### src/rtl/serv_immdec_w.sv
// Bit-serial immediate decoder, W bits per beat.
//
// Captures instruction bits [31:7] on i_wb_en, decodes the register address
// fields and the 32-bit immediate of the selected format, then streams the
// immediate LSB-first, W bits per i_cnt_en beat (N = 32/W beats). A shadow
// copy of the immediate lets i_rewind restart the stream for two-pass ops.
//
// Ports:
//   i_clk, i_rst_n   clock, asynchronous active-low reset
//   i_wb_en          capture strobe for i_wb_rdt / i_fmt
//   i_wb_rdt[31:7]   instruction word bits 31..7
//   i_fmt            immediate format (0 I, 1 S, 2 B, 3 U, 4 J, 5 CSR, 6/7 zero)
//   i_cnt_en         advance one beat
//   i_rewind         reload immediate from shadow, restart beat count
//   o_rd_addr, o_rs1_addr, o_rs2_addr, o_csr_imm   decoded register fields
//   o_imm            current immediate beat
//   o_cnt_done       last beat is being presented with i_cnt_en=1
//   o_valid          an instruction has been captured since reset
//   o_busy           streaming is in progress (SHIFT state)

module serv_immdec_w #(
  parameter int unsigned W = 1
) (
  input  logic          i_clk,
  input  logic          i_rst_n,
  input  logic          i_wb_en,
  input  logic [31:7]   i_wb_rdt,
  input  logic [2:0]    i_fmt,
  input  logic          i_cnt_en,
  input  logic          i_rewind,
  output logic [4:0]    o_rd_addr,
  output logic [4:0]    o_rs1_addr,
  output logic [4:0]    o_rs2_addr,
  output logic [4:0]    o_csr_imm,
  output logic [W-1:0]  o_imm,
  output logic          o_cnt_done,
  output logic          o_valid,
  output logic          o_busy
);

  if (!(W == 1 || W == 2 || W == 4 || W == 8)) begin : g_bad_w
    $error("serv_immdec_w: W must be 1, 2, 4 or 8");
  end

  localparam int unsigned N  = 32 / W;
  localparam int unsigned CW = $clog2(N);

  typedef enum logic [1:0] {StEmpty, StReady, StShift, StDone} state_e;

  state_e         state_q;
  logic [CW-1:0]  cnt_q;
  logic [31:0]    sreg_q;
  logic [31:0]    shadow_q;
  logic [4:0]     rd_q;
  logic [4:0]     rs1_q;
  logic [4:0]     rs2_q;
  logic           valid_q;

  logic [31:0]    imm32;
  logic           active;
  logic           last_beat;

  // Immediate decode straight from the bus; only used on capture.
  always_comb begin
    imm32 = '0;
    case (i_fmt)
      3'd0: imm32 = {{20{i_wb_rdt[31]}}, i_wb_rdt[31:20]};
      3'd1: imm32 = {{20{i_wb_rdt[31]}}, i_wb_rdt[31:25], i_wb_rdt[11:7]};
      3'd2: imm32 = {{19{i_wb_rdt[31]}}, i_wb_rdt[31], i_wb_rdt[7], i_wb_rdt[30:25],
                     i_wb_rdt[11:8], 1'b0};
      3'd3: imm32 = {i_wb_rdt[31:12], 12'b0};
      3'd4: imm32 = {{11{i_wb_rdt[31]}}, i_wb_rdt[31], i_wb_rdt[19:12], i_wb_rdt[20],
                     i_wb_rdt[30:21], 1'b0};
      3'd5: imm32 = {27'b0, i_wb_rdt[19:15]};
      default: imm32 = '0;
    endcase
  end

  assign active    = (state_q == StReady) || (state_q == StShift);
  // Capture and rewind both override a beat advance in the same cycle.
  assign last_beat = active && i_cnt_en && !i_wb_en && !i_rewind && (cnt_q == CW'(N - 1));

  always_ff @(posedge i_clk or negedge i_rst_n) begin
    if (!i_rst_n) begin
      state_q  <= StEmpty;
      cnt_q    <= '0;
      sreg_q   <= '0;
      shadow_q <= '0;
      rd_q     <= '0;
      rs1_q    <= '0;
      rs2_q    <= '0;
      valid_q  <= 1'b0;
    end else if (i_wb_en) begin
      rd_q     <= i_wb_rdt[11:7];
      rs1_q    <= i_wb_rdt[19:15];
      rs2_q    <= i_wb_rdt[24:20];
      sreg_q   <= imm32;
      shadow_q <= imm32;
      cnt_q    <= '0;
      valid_q  <= 1'b1;
      state_q  <= StReady;
    end else if (i_rewind && (state_q != StEmpty)) begin
      sreg_q  <= shadow_q;
      cnt_q   <= '0;
      state_q <= StReady;
    end else if (i_cnt_en && active) begin
      sreg_q <= sreg_q >> W;
      if (cnt_q == CW'(N - 1)) begin
        cnt_q   <= '0;
        state_q <= StDone;
      end else begin
        cnt_q   <= cnt_q + CW'(1);
        state_q <= StShift;
      end
    end
  end

  assign o_rd_addr  = rd_q;
  assign o_rs1_addr = rs1_q;
  assign o_rs2_addr = rs2_q;
  assign o_csr_imm  = rs1_q;
  assign o_imm      = active ? sreg_q[W-1:0] : '0;
  assign o_cnt_done = last_beat;
  assign o_valid    = valid_q;
  assign o_busy     = (state_q == StShift);

endmodule

### config.mk
export PLATFORM = sky130hd
export DESIGN_NAME = serv_immdec_w
export DESIGN_NICKNAME = d
export VERILOG_FILES = /design/src/rtl/serv_immdec_w.sv
export SDC_FILE = /design/constraint.sdc
export NUM_CORES = 1
export LEC_CHECK = 0
export CAP_MARGIN = 25
export CORE_MARGIN = 2
export CORE_UTILIZATION = 25
export CTS_CLUSTER_DIAMETER = 100
export DETAILED_ROUTE_END_ITERATION = 12
export GPL_ROUTABILITY_DRIVEN = 0
export SLEW_MARGIN = 30
export SYNTH_ARGS = -nofsm -noshare
export SYNTH_HDL_FRONTEND = slang
export SYNTH_SLANG_ARGS = --single-unit
### constraint.sdc
create_clock -name i_clk -period 2.3 [get_ports i_clk]
set_clock_uncertainty 0.15 [all_clocks]
set_input_delay 0.46 -clock i_clk [delete_from_list [all_inputs] [get_ports i_clk]]
set_output_delay 0.46 -clock i_clk [all_outputs]
set_load 0.01 [all_outputs]
==> metrics.yaml <==
start_util_pct: 25.6
internal-power_mw: 3.13
end_kind: "register"
holdCritPathClass: "reg -> reg"
overflow: 0
outcome: "finished clean"
min_period_ns: 2.23
cts.htree.levels: 3
hold_viol: 0
timing.final.crit_share_pct: 96.9
wirelength_um: 10800
cp_data_arrival_time_ns: 2.35
dr.pass1.iters: 5
clockRootBuffer: "clkbuf_16"
detail_route.wl_per_cell_um: 15.4
grt_pass1_wl_um: 17700
worst-path-buf-inv: 1
worst_slack_ns: 0.0724
final_cell_mix: "dfrtp_1, nand2_1, clkdlybuf4s50_1"
pwr-share-clk_pct: 39.1
critPathKind: "in -> reg"
grt_pass1_vias: 3374
die_area_um2: 18100
first_iter_violations: 281
layoutNonFillerInstCount: 699
drv_slew: 0
synth_area_leader_cell: "dfrtp_1"
ys_warn_count: 0
pre_cts_slack_ns: -0.236
cts_buffers: 9
cap_violations: 0
antenna_cells: 0
die_y_um: 135
crit_fanout: 11
synth.area.top_cells: "dfrtp_1, nand2_1, a31oi_1, mux2_1, a22o_1"
nNetsFinal: 511
via_count: 3388
power_mw: 4.19
crit_required_ns: 2.42
die_w_um: 135
irDropWorstVdd_mv: 0.497
dp.cells: 681
ctsLongestPathBuffers: 2
synth_nets: 457
rows: 47
io_buffers: 56
synthCells: 420
synth_cell_types: 48
synth_area_um2: 4260
ys_seq_area_share_pct: 51.1
cts_num_sinks: 87
worst_pin_slew_ns: 1.03
syn2layout_area_growth_pct: 29.6
clk_latency_ns: 0.34
grt_max_degree: 50
combPwrFrac_pct: 17.6
critPathMaxStageDelay_ns: 0.81
power.share.switching_pct: 25.4
route.detailed.drc: 0
core_area_um2: 16600
finalSetupViolCount: 0
cts_tree: "built"
cellPowerDensity_nw_per_um2: 760
p_switching_mw: 1.07
utilization_pct: 33.2
layout-drive-gt1-share_pct: 13.4
synth_seq_cells: 87
crit_family: "compound AO/OA/AOI/OAI gates"
grt_usage_pct: 12.4
leakage_nw: 2.42
fmax_mhz: 449
cp-start-kind: "primary input"
netlist.area_leader.share_pct: 51.1
relSlewSlack_pct: 30.8
syn_area_per_cell_um2: 10.1
num_io_pins: 57
path_cells: "clkdlybuf4s50_1, maj3_2, o21ai_1, a21o_1, a22o_1"
layout_commonest_cell: "dfrtp_1"
via_per_inst: 4.85
clkSlewWorstSetupHoldPaths_ns: 0.06
antenna_found_initial: 0
antenna_left: 0
hpwl_um: 7370
pwr-share-seq_pct: 43.3
slowest_stage: "o21ai_1"
[final cells by class]
type                       count  area [um^2]
sequential                    87         2180
timing repair buffer          80          805
clock inverter                 4         76.3
fill                        1662        11100
inverter                      17         63.8
tap                          220          275
multi-input combinational    279         1850
clock buffer                  12          267
[timing repair]
| action | CTS | global route |
|---|---|---|
| buffers inserted | 0 | 1 |
| setup endpoints to repair | 2 | 1 |
| gates resized for setup | 7 | 2 |
| hold buffers | 1 | 0 |
| pin swaps | 0 | 0 |
| endpoints found under the hold margin | 22 | 0 |
[layer usage]
layer,GRT usage (%),vias up,part of all wire [%]
met2,19.2,80,45
met4,3.68,0,1.1
met3,2.63,12,4.6
met5,0,-,0
li1,-,1600,-
met1,17.5,1696,49
[sequential cells by signal (all words and copies together), names as in the netlist]
| name | flops |
|---|---|
| shadow_q | 32 |
| o_valid | 1 |
| o_rd_addr | 5 |
| sreg_q | 32 |
| state_q | 2 |
| o_rs2_addr | 5 |
| o_csr_imm | 5 |
| cnt_q | 5 |
[Yosys cell counts (all sizes together)]
library cell / n
dfrtp: 87
nand4: 4
o211ai: 1
a21o: 13
and2: 2
and3: 5
o31ai: 1
a41oi: 1
o21a: 19
inv: 17
nand3b: 5
nor2: 15
or3: 1
and3b: 1
a21boi: 1
nand2: 57
a31oi: 33
nor4b: 1
a22o: 19
nor3: 2
o21ai: 18
clkbuf: 18
nand2b: 9
ha: 4
buf: 19
xnor2: 1
a211oi: 2
maj3: 1
and4b: 3
or2: 2
nand3: 13
a21oi: 10
or4: 1
nor2b: 2
mux2i: 3
mux2: 26
nor3b: 2
a221o: 1
[final timing paths]
kind	slack, ns	start	cells after the start	to
min reg2reg	0.33	shadow_q[23]$_DFFE_PN0P_	1	shadow_q[23]$_DFFE_PN0P_
max	0.07	i_fmt[2]	5	sreg_q[21]$_DFFE_PN0P_
max in group asynchronous	1.00	i_rst_n	3	o_csr_imm[0]$_DFFE_PN0P_
max reg2reg	0.13	cnt_q[1]$_DFFE_PN0P_	7	cnt_q[2]$_DFFE_PN0P_
min	0.33	shadow_q[23]$_DFFE_PN0P_	1	shadow_q[23]$_DFFE_PN0P_
min in group asynchronous	0.42	i_rst_n	2	cnt_q[4]$_DFFE_PN0P_
[power by group through the flow]
stage	Combinational, mW	Clock (mW)	Sequential [mW]
3_3_place_gp	0.726	0	1.83
5_1_grt	0.814	1.74	1.84
6_report	0.739	1.64	1.82
2_1_floorplan	0.430	0	1.82
4_1_cts	0.746	1.68	1.81
3_5_place_dp	0.743	0	1.84
[cell families after synthesis]
group	Yosys count	share of synthesized area, %
XOR/XNOR	1	0.206
AND/OR/NAND/NOR	125	14.8
multiplexers	29	7.58
flip-flops	87	51.1
AO/OA/AOI/OAI	119	19.0
buffers and inverters	54	5.88
adder cells (fa/ha/maj)	5	1.44
[through the flow]
stage               instance area (um^2)  setup TNS (ns)  hold slack, ns
finish                              5520               0           0.327
global route                        5520       -0.000377           0.344
CTS                                 5500               0           0.330
detailed placement                  5140           -5.82           0.236
global placement                    5140           -4.48           0.234
floorplan                           4260               0          0.0144
(Power assumes the default switching activity.)
